File: config.mk
export PLATFORM = sky130hd
export DESIGN_NAME = t05_data_mem_handler_flat
export DESIGN_NICKNAME = d
export VERILOG_FILES = /design/src/rtl/t05_mem_pkg.sv /design/src/rtl/t05_data_mem_handler_if.sv /design/src/rtl/t05_load_align.sv /design/src/rtl/t05_data_mem_handler.sv /design/src/flat_wrapper.sv
export SDC_FILE = /design/constraint.sdc
export NUM_CORES = 1
export LEC_CHECK = 0
export ABC_AREA = 0
export CAP_MARGIN = 25
export CORE_MARGIN = 1.5
export CORE_UTILIZATION = 44
export CTS_BUF_LIST = sky130_fd_sc_hd__clkbuf_4
export DETAILED_ROUTE_END_ITERATION = 6
export PLACE_DENSITY_LB_ADDON = 0.12
export SYNTH_ARGS = -nofsm -noshare
export SYNTH_HDL_FRONTEND = slang
export SYNTH_SLANG_ARGS = --single-unit
File: constraint.sdc
create_clock -name clk -period 2.3 [get_ports clk]
set_input_delay 0.46 -clock clk [delete_from_list [all_inputs] [get_ports clk]]
set_output_delay 0.46 -clock clk [all_outputs]
set_load 0.1 [all_outputs]
File: src/rtl/t05_mem_pkg.sv
// rtl/t05_mem_pkg.sv - shared types, funct3 codes and access-size helpers for the data-memory handler
package t05_mem_pkg;

  typedef enum logic [1:0] {
    ST_IDLE = 2'd0,
    ST_REQ  = 2'd1,
    ST_DONE = 2'd2
  } state_e;

  typedef enum logic [1:0] {
    SZ_B = 2'd0,
    SZ_H = 2'd1,
    SZ_W = 2'd2
  } size_e;

  localparam logic [2:0] F3_B  = 3'b000;
  localparam logic [2:0] F3_H  = 3'b001;
  localparam logic [2:0] F3_W  = 3'b010;
  localparam logic [2:0] F3_BU = 3'b100;
  localparam logic [2:0] F3_HU = 3'b101;

  // Unused encodings (011, 110, 111) fall through to a word access.
  function automatic size_e size_decode(input logic [2:0] f3);
    case (f3)
      F3_B, F3_BU: return SZ_B;
      F3_H, F3_HU: return SZ_H;
      F3_W:        return SZ_W;
      default:     return SZ_W;
    endcase
  endfunction

  function automatic logic [3:0] lane_sel(input size_e sz, input logic [1:0] lo);
    case (sz)
      SZ_B:    return 4'b0001 << lo;
      SZ_H:    return lo[1] ? 4'b1100 : 4'b0011;
      default: return 4'b1111;
    endcase
  endfunction

  function automatic logic [31:0] store_rep(input size_e sz, input logic [31:0] d);
    case (sz)
      SZ_B:    return {4{d[7:0]}};
      SZ_H:    return {2{d[15:0]}};
      default: return d;
    endcase
  endfunction

endpackage

File: src/rtl/t05_data_mem_handler_if.sv
// rtl/t05_data_mem_handler_if.sv - data-memory bus between the handler (master) and the arbiter (slave)
interface t05_data_mem_handler_if;

  logic        req;
  logic        we;
  logic [31:0] adr;
  logic [3:0]  sel;
  logic [31:0] wdata;
  logic        ack;
  logic [31:0] rdata;

  modport master (output req, we, adr, sel, wdata, input ack, rdata);
  modport slave  (input req, we, adr, sel, wdata, output ack, rdata);

endinterface

File: src/rtl/t05_load_align.sv
// rtl/t05_load_align.sv - picks the addressed lane of a read word and sign/zero-extends it
module t05_load_align
  import t05_mem_pkg::*;
(
  input  logic [31:0] bus_rdata,
  input  logic [1:0]  addr,
  input  logic [2:0]  funct3,
  output logic [31:0] data
);

  logic [31:0] shifted;

  assign shifted = bus_rdata >> {addr, 3'b000};

  always_comb begin
    data = bus_rdata;
    case (funct3)
      F3_B:    data = {{24{shifted[7]}}, shifted[7:0]};
      F3_BU:   data = {24'b0, shifted[7:0]};
      F3_H:    data = {{16{shifted[15]}}, shifted[15:0]};
      F3_HU:   data = {16'b0, shifted[15:0]};
      default: data = bus_rdata;
    endcase
  end

endmodule

File: src/rtl/t05_data_mem_handler.sv
// rtl/t05_data_mem_handler.sv - executes load/store requests as handshaked bus transactions
// while freezing the core; aborts with bus_err when the bus does not answer within TIMEOUT cycles.
module t05_data_mem_handler
  import t05_mem_pkg::*;
#(
  parameter int TIMEOUT = 255,
  parameter int CNT_W   = 8
) (
  input  logic                   clk,
  input  logic                   rst,
  input  logic                   mem_read,
  input  logic                   mem_write,
  input  logic [2:0]             funct3,
  input  logic [31:0]            read_address,
  input  logic [31:0]            write_address,
  input  logic [31:0]            write_data,
  t05_data_mem_handler_if.master bus,
  output logic [31:0]            load_data,
  output logic                   freeze,
  output logic                   misaligned,
  output logic                   bus_err
);

  state_e             state;
  logic [CNT_W-1:0]   cnt;
  logic [1:0]         lo_q;
  logic [2:0]         f3_q;
  logic               access;
  logic               mis;
  logic [31:0]        addr;
  size_e              sz;
  logic [31:0]        aligned_data;

  // A store wins when both request lines are up.
  assign access = mem_read | mem_write;
  assign addr   = mem_write ? write_address : read_address;
  assign sz     = size_decode(funct3);
  assign mis    = ((sz == SZ_W) && (addr[1:0] != 2'b00)) || ((sz == SZ_H) && addr[0]);
  assign freeze = ((state == ST_IDLE) && access && !mis) || (state == ST_REQ);

  t05_load_align u_align (
    .bus_rdata (bus.rdata),
    .addr      (lo_q),
    .funct3    (f3_q),
    .data      (aligned_data)
  );

  always_ff @(posedge clk) begin
    if (rst) begin
      state      <= ST_IDLE;
      cnt        <= '0;
      lo_q       <= 2'b00;
      f3_q       <= 3'b000;
      bus.req    <= 1'b0;
      bus.we     <= 1'b0;
      bus.adr    <= '0;
      bus.sel    <= '0;
      bus.wdata  <= '0;
      load_data  <= '0;
      misaligned <= 1'b0;
      bus_err    <= 1'b0;
    end else begin
      misaligned <= 1'b0;
      bus_err    <= 1'b0;
      case (state)
        ST_IDLE: begin
          if (access) begin
            if (mis) begin
              misaligned <= 1'b1;
            end else begin
              bus.req   <= 1'b1;
              bus.we    <= mem_write;
              bus.adr   <= {addr[31:2], 2'b00};
              bus.sel   <= lane_sel(sz, addr[1:0]);
              bus.wdata <= store_rep(sz, write_data);
              lo_q      <= addr[1:0];
              f3_q      <= funct3;
              cnt       <= '0;
              state     <= ST_REQ;
            end
          end
        end
        ST_REQ: begin
          if (bus.ack) begin
            bus.req <= 1'b0;
            if (!bus.we) load_data <= aligned_data;
            state <= ST_DONE;
          end else if (cnt == CNT_W'(TIMEOUT)) begin
            bus.req <= 1'b0;
            bus_err <= 1'b1;
            if (!bus.we) load_data <= '0;
            state <= ST_DONE;
          end else begin
            cnt <= cnt + CNT_W'(1);
          end
        end
        // Requests seen here belong to the instruction that is retiring.
        ST_DONE: begin
          cnt   <= '0;
          state <= ST_IDLE;
        end
        default: state <= ST_IDLE;
      endcase
    end
  end

endmodule

File: src/flat_wrapper.sv
// flat-port wrapper written by rule: the top's interface ports become plain ports
module t05_data_mem_handler_flat import t05_mem_pkg::*;
#(
  parameter int TIMEOUT = 255,
  parameter int CNT_W   = 8
)
  (clk, rst, mem_read, mem_write, funct3, read_address, write_address, write_data, load_data, freeze, misaligned, bus_err, bus_req, bus_we, bus_adr, bus_sel, bus_wdata, bus_ack, bus_rdata);
  t05_data_mem_handler_if bus_i ();
  input  logic clk;
  input  logic rst;
  input  logic mem_read;
  input  logic mem_write;
  input  logic [2:0] funct3;
  input  logic [31:0] read_address;
  input  logic [31:0] write_address;
  input  logic [31:0] write_data;
  output logic [31:0] load_data;
  output logic freeze;
  output logic misaligned;
  output logic bus_err;
  output wire logic [$bits(bus_i.req)-1:0] bus_req;
  output wire logic [$bits(bus_i.we)-1:0] bus_we;
  output wire logic [$bits(bus_i.adr)-1:0] bus_adr;
  output wire logic [$bits(bus_i.sel)-1:0] bus_sel;
  output wire logic [$bits(bus_i.wdata)-1:0] bus_wdata;
  input wire logic [$bits(bus_i.ack)-1:0] bus_ack;
  input wire logic [$bits(bus_i.rdata)-1:0] bus_rdata;
  assign bus_req = bus_i.req;
  assign bus_we = bus_i.we;
  assign bus_adr = bus_i.adr;
  assign bus_sel = bus_i.sel;
  assign bus_wdata = bus_i.wdata;
  assign bus_i.ack = bus_ack;
  assign bus_i.rdata = bus_rdata;
  t05_data_mem_handler #(.TIMEOUT(TIMEOUT), .CNT_W(CNT_W)) u_core (.clk(clk), .rst(rst), .mem_read(mem_read), .mem_write(mem_write), .funct3(funct3), .read_address(read_address), .write_address(write_address), .write_data(write_data), .bus(bus_i), .load_data(load_data), .freeze(freeze), .misaligned(misaligned), .bus_err(bus_err));
endmodule
==> results.md, run 1 <==
- Clock Root Buffer: clkbuf_4
- Critical path type: reg2out
- TritonCTS Sinks: 117
- Fin crit period: 2.194 ns
- Reg-to-reg endpoint: u_core.cnt[1]
- DRC Markers: 0
- Routed Antenna Nets: 0
- CP Capture Type: output pin
- FF+latch count, synth: 117
- Starting Density: 0.4577
- Drt first-iter violations: 484
- Static leakage: 3.405 nW
- Post-CTS sizing: 7
- CP required: 1.84 ns
- Worst hold path class: in2reg
- Post-synthesis average cell area: 9.088 sq um
- Reg2Reg Launch Point: u_core.cnt[0]
- CP Launch Type: register
- Initial DRT Pass Iterations: 6
- Pins Over Slew Limit: 0
- Die Area: 13390 sq um
- Antenna diodes: 0
- Reg clk slew, reported paths: 0.09 ns
- Setup ws final: 0.1056 ns
- Post-DP HPWL: 12250 um
- Unrepaired setup endpoints after global routing: no
- Slew Limit Headroom: 0.3487
- Asr flop ratio synth: 0
- Area Overhead vs Synth: 47.57%
- Area of the mapped netlist: 5589 sq um
- Vias: 5499
- Post-synth EDFFs: 0
- Pwr dens: 768.2 nW/um^2
- Syn Inst Count: 615
- Share of post-route cells with drive strength above 1: 0.2509
- Commonest non-fill, non-tap cell in the layout: buf_4
- Yosys Warn Count: 0
- Number of nets in the layout: 989
- Status: finished, final reports clean
- Most used DFF post-synth: dfxtp_1
- R2r setup slk: 0.36 ns
- CTS Hold Bufs: 0
- Most frequent cells in the layout: buf_4, clkdlybuf4s50_1, dfxtp_1
- Max-cap violations: 0
- Vias in the first global route: 5378
- Worst r2r path cells: 6
- VDD IR max: 0.4940 mV
- Final Hold Vio Count: 0
- Max stage delay on crit path: 0.40 ns
- Fmax: 455.7 MHz
- Worst slew pin tran: 0.9769 ns
- Seq/Total Area, Yosys: 0.4191
- H-tree Lvls: 4
- Die H: 115.7 um
- First-pass GRT wire length: 25560 um
- Die X: 115.7 um
- CTS tree: yes
- Pre-CTS WS: -0.1277 ns
- Wirelength per Cell: 15.96 um
- Post-Route WL: 16480 um
- Final Util: 0.6754
- Crit-path max FO: 6
- Period utilisation layout: 0.9541
- Longest Clk Path Bufs: 2
- Setup Buffers After CTS: 0
- Initial antenna violation count: 0
- Clock Skew: 0.01651 ns
- Final Setup Violations: 0
- Cell chain of the critical path: nor2_2 > o21ai_1 > o21ba_4 > or2_4 > buf_12
- All-layer global routing usage: 0.2453
- Worst setup path endpoint: freeze
- Via/cell ratio: 5.323
- Global route overflow: 0
- Row count: 40
- Worst path slowest cell: dfxtp_4
- Largest net degree at the start of global routing: 77
- Core ar.: 12210 sq um
- Post-synth cell types: 60
- Worst skew pair latency: 0.56 ns
- CP Data Arrival Time: 1.73 ns
- IO buf count: 238
- Worst setup startpoint: u_core.state[1]
- GPL Wtd Cong: 0.8193
- CTS Buf Count: 17
- IO Pins: 241
-- sequential cells by signal (all words and copies together), names as in the netlist --
signal             count
u_core.bus.adr        30
u_core.bus.req         1
u_core.bus.sel         4
u_core.bus.wdata      32
u_core.bus.we          1
u_core.bus_err         1
u_core.cnt             8
u_core.f3_q            3
u_core.lo_q            2
u_core.load_data      32
u_core.misaligned      1
u_core.state           2
-- metal layers --
metal / share of wire / up-vias / track usage
li1: - / 2702 / -
met3: 0.080 / 36 / 0.07793
met4: 0.026 / 0 / 0.1106
met5: 0 / - / 0
met2: 0.49 / 220 / 0.4217
met1: 0.40 / 2541 / 0.2795
-- final cells by class --
cell class,count,area [sq um]
sequential,117,2350
fill,1022,3964
inverter,3,11.26
clock inverter,15,161.4
timing repair buffer,270,2415
clock buffer,17,127.6
tap,168,210.2
multi-input combinational,443,2973
-- logic make-up (layout without fill, tap and decap cells) --
family | Yosys count | in the layout | share of synthesized area
AO/OA/AOI/OAI | 175 | 175 | 0.2465
multiplexers | 67 | 67 | 0.1236
buffers and inverters | 56 | 305 | 0.05373
adder cells (fa/ha/maj) | 1 | 1 | 0.002238
other | 1 | 2 | 0.0006709
flip-flops | 117 | 117 | 0.4191
AND/OR/NAND/NOR | 198 | 198 | 0.1542
-- power breakdown --
part	total [W]	switching (W)	internal, W
logic	0.00249	0.00175	0.000736
clock network	0.00154	0.000802	0.000739
registers	0.00231	0.000115	0.00219
total	0.00634	0.00267	0.00367
-- cells in the mapped netlist (all sizes together) (2+ instances only) --
cell,count,share of area
nand2,87,0.058
or3,2,0.0022
and2,4,0.0045
nor2,79,0.054
a21oi,49,0.045
nor3b,2,0.0027
a221o,22,0.039
nand4,2,0.0022
mux2i,63,0.11
inv,3,0.0020
clkbuf,20,0.013
nand3,6,0.0054
mux2,3,0.0067
buf,33,0.038
a31oi,4,0.0045
nor2b,2,0.0022
nand2b,4,0.0058
a311oi,9,0.023
nand3b,2,0.0034
dfxtp,117,0.42
a211oi,42,0.075
o21bai,2,0.0034
or2,2,0.0027
o21ai,27,0.024
o221ai,7,0.011
nor3,2,0.0027
-- worst max-delay path, delay by kind of cell, from the launching register on --
family / cells / cell delay, ns
flip-flops: 1 / 0.40
AND/OR/NAND/NOR: 2 / 0.32
AO/OA/AOI/OAI: 2 / 0.31
buffers and inverters: 1 / 0.17
-- through the flow --
step / instances / total power (W) / hold slack, ns / setup TNS (ns) / cell area, sq um
2_1_floorplan: 616 / 0.004132 / 0.4262 / 0 / 5595
3_3_place_gp: 1001 / 0.004811 / 0.4290 / -0.5744 / 7949
3_5_place_dp: 1001 / 0.004844 / 0.4362 / -3.862 / 7949
4_1_cts: 1033 / 0.006376 / 0.2470 / 0 / 8240
5_1_grt: 1033 / 0.006597 / 0.2734 / 0 / 8248
6_report: 1033 / 0.006336 / 0.2775 / 0 / 8248
-- worst min-delay path by stage --
| stage | startpoint | end | slack (ns) | cells after the start |
|---|---|---|---|---|
| 3_5_place_dp | u_core.load_data[1] | u_core.load_data[1] | 0.44 | 2 |
| 6_report | rst | u_core.state[1] | 0.28 | 3 |
| 5_1_grt | rst | u_core.state[1] | 0.27 | 3 |
| 4_1_cts | rst | u_core.state[1] | 0.25 | 3 |
| 3_3_place_gp | u_core.load_data[2] | u_core.load_data[2] | 0.43 | 2 |
| 2_1_floorplan | u_core.cnt[3] | u_core.cnt[3] | 0.43 | 1 |
No activity file was read; power rests on OpenSTA's default activity.
==> run 2, diff against run 1 <==
Settings changed: ABC_CLOCK_PERIOD_IN_PS from default to 2600, CORE_UTILIZATION 44 to 47.
Clock period 2.3 ns to 2.6 ns, I/O delays scaled along.
==> results.md, run 2 (synthesis gave the netlist of run 1 again) <==
- GPL Wtd Cong: 0.8424 (was 0.8193)
- DRC Markers: 11 (was 0)
- CP Data Arrival Time: 2.01 ns (was 1.73 ns)
- Row count: 39 (was 40)
- Area Overhead vs Synth: 44.41% (was 47.57%)
- CTS tree: yes (unchanged)
- CP Capture Type: output pin (unchanged)
- Reg-to-reg endpoint: u_core.cnt[1] (unchanged)
- Unrepaired setup endpoints after global routing: no (unchanged)
- Starting Density: 0.4853 (was 0.4577)
- H-tree Lvls: 4 (unchanged)
- Die H: 112.1 um (was 115.7 um)
- Static leakage: 3.324 nW (was 3.405 nW)
- Antenna diodes: 0 (unchanged)
- Critical path type: in2out (was reg2out)
- Dpl cell area: 7800 sq um (was 7949 sq um)
- All-layer global routing usage: 0.2599 (was 0.2453)
- Setup ws final: 0.07269 ns (was 0.1056 ns)
- Register area: 2342 sq um (was 2350 sq um)
- Global route overflow: 0 (unchanged)
- IO Pins: 241 (unchanged)
- Worst setup path endpoint: freeze (unchanged)
- Area of the multi-input gates: 2965 sq um (was 2973 sq um)
- Pwr dens: 684.7 nW/um^2 (was 768.2 nW/um^2)
- Vias in the first global route: 5450 (was 5378)
- CTS Buf Count: 17 (unchanged)
- Failing checks: design-rule violations
- Longest Clk Path Bufs: 2 (unchanged)
- Fmax: 395.7 MHz
- Worst slew pin tran: 0.9569 ns (was 0.9769 ns)
- Clock Root Buffer: clkbuf_4 (unchanged)
- Final Util: 0.7009 (was 0.6754)
- Post-Route WL: 16240 um (was 16480 um)
- TritonCTS Sinks: 117 (unchanged)
- Initial DRT Pass Iterations: 7 (was 6)
- CP required: 2.08 ns (was 1.84 ns)
- Vias: 5482 (was 5499)
- Total power: 0.005527 W (was 0.006336 W)
- Crit-path max FO: 3 (was 6)
- Worst hold path class: in2reg (unchanged)
- Pre-CTS WS: -0.007078 ns (was -0.1277 ns)
- Routed Antenna Nets: 0 (unchanged)
- Post-DP HPWL: 11780 um (was 12250 um)
- Final Setup Violations: 0 (unchanged)
- First-pass GRT wire length: 26370 um (was 25560 um)
- Fin Hold WS: 0.2239 ns (was 0.2775 ns)
- Drt first-iter violations: 402 (was 484)
- Via/cell ratio: 5.515 (was 5.323)
- Reg2Reg Launch Point: u_core.cnt[0] (unchanged)
- Period utilisation layout: 0.9720
- Final Hold Vio Count: 0 (unchanged)
- Clock Skew: 0.01687 ns (was 0.01651 ns)
- Initial antenna violation count: 0 (unchanged)
- VDD IR max: 0.4882 mV (was 0.4940 mV)
- Final-layout fill cell count: 899 (was 1022)
- Share of post-route cells with drive strength above 1: 0.2338 (was 0.2509)
- CP Launch Type: input port (was register)
- Max-cap violations: 0 (unchanged)
- Status: finished with violations (was finished, final reports clean)
- Fin area: 8071 sq um (was 8248 sq um)
- Most frequent cells in the layout: clkdlybuf4s50_1, buf_4, dfxtp_1 (was buf_4, clkdlybuf4s50_1, dfxtp_1)
- Worst setup startpoint: write_address[0] (was u_core.state[1])
- Commonest non-fill, non-tap cell in the layout: clkdlybuf4s50_1 (was buf_4)
- Pins Over Slew Limit: 0 (unchanged)
- Fin crit period: 2.527 ns
- Worst skew pair latency: 0.51 ns (was 0.56 ns)
- Slew Limit Headroom: 0.3621 (was 0.3487)
- Reg clk slew, reported paths: 0.10 ns (was 0.09 ns)
- Core ar.: 11520 sq um (was 12210 sq um)
- Worst r2r path cells: 6 (unchanged)
- Die Area: 12560 sq um (was 13390 sq um)
- Regs by FF count: u_core.bus.wdata x32, u_core.load_data x32, u_core.bus.adr x30 (unchanged)
- Wirelength per Cell: 16.33 um (was 15.96 um)
- R2r setup slk: 0.57 ns (was 0.36 ns)
- IO buf count: 238 (unchanged)
- Number of nets in the layout: 977 (was 989)
- Die X: 112.1 um (was 115.7 um)
- Largest net degree at the start of global routing: 76 (was 77)
- Setup Buffers After CTS: 0 (unchanged)
==> run 2: cell count changes in the layout (fill, tap and decap cells not counted), moves of 2 or more <==
| cell | before | now |
|---|---|---|
| buf_12 | 5 | 3 |
| clkdlybuf4s50_1 | 129 | 133 |
| buf_4 | 131 | 121 |
| dfxtp_4 | 2 | 0 |
| dlygate4sd2_1 | 4 | 0 |
| inv_6 | 2 | 0 |
| dfxtp_1 | 115 | 117 |
==> run 2: worst min path at each step <==
| stage | startpoint | to | slack, ns | cells past startpoint |
|---|---|---|---|---|
| after detailed placement | u_core.load_data[0] | u_core.load_data[0] | 0.44 | 2 |
| after CTS | rst | u_core.f3_q[2] | 0.18 | 2 |
| after floorplan | u_core.cnt[3] | u_core.cnt[3] | 0.43 | 1 |
| after global placement | u_core.load_data[0] | u_core.load_data[0] | 0.43 | 2 |
| after global routing | rst | u_core.f3_q[2] | 0.17 | 2 |
| final | rst | u_core.f3_q[2] | 0.22 | 2 |
==> run 2: metal layers <==
| metal | share of wire | vias to the layer above | track usage |
|---|---|---|---|
| met2 | 0.49 | 220 | 0.4379 |
| met5 | 0 | - | 0 |
| met3 | 0.091 | 31 | 0.09071 |
| li1 | - | 2679 | - |
| met4 | 0.027 | 0 | 0.1173 |
| met1 | 0.39 | 2552 | 0.2997 |
==> run 2: where the power goes <==
| group | switching [W] | internal (W) |
|---|---|---|
| Combinational | 0.00155 | 0.000634 |
| Sequential | 0.0000943 | 0.00194 |
| Clock | 0.000670 | 0.000637 |
==> run 2: critical path, stage by stage <==
cell and delay, ns:
clkdlybuf4s50_1 0.50, nor3b_1 0.08, or2_4 0.25, o21ba_4 0.22, or2_4 0.26, buf_12 0.17
==> run 2: area by class of cell <==
type | instances | share of cell area
Sequential cell | 117 | 0.2902
Clock buffer | 17 | 0.01581
Inverter | 3 | 0.001395
Timing Repair Buffer | 258 | 0.2855
Multi-Input combinational cell | 443 | 0.3674
Tap cell | 143 | 0.02217
Clock inverter | 13 | 0.01752
==> run 2: per-stage QoR <==
stage	instances	setup TNS [ns]
6_report	994	0
5_1_grt	994	0
4_1_cts	994	0
3_5_place_dp	964	-0.007088
3_3_place_gp	964	0
2_1_floorplan	616	0
==> run 2: timing repair <==
| action | CTS | global route |
|---|---|---|
| resized for setup | 1 | 0 |
| setup endpoints to repair | 1 | 0 |
| hold buffers | 0 | 0 |
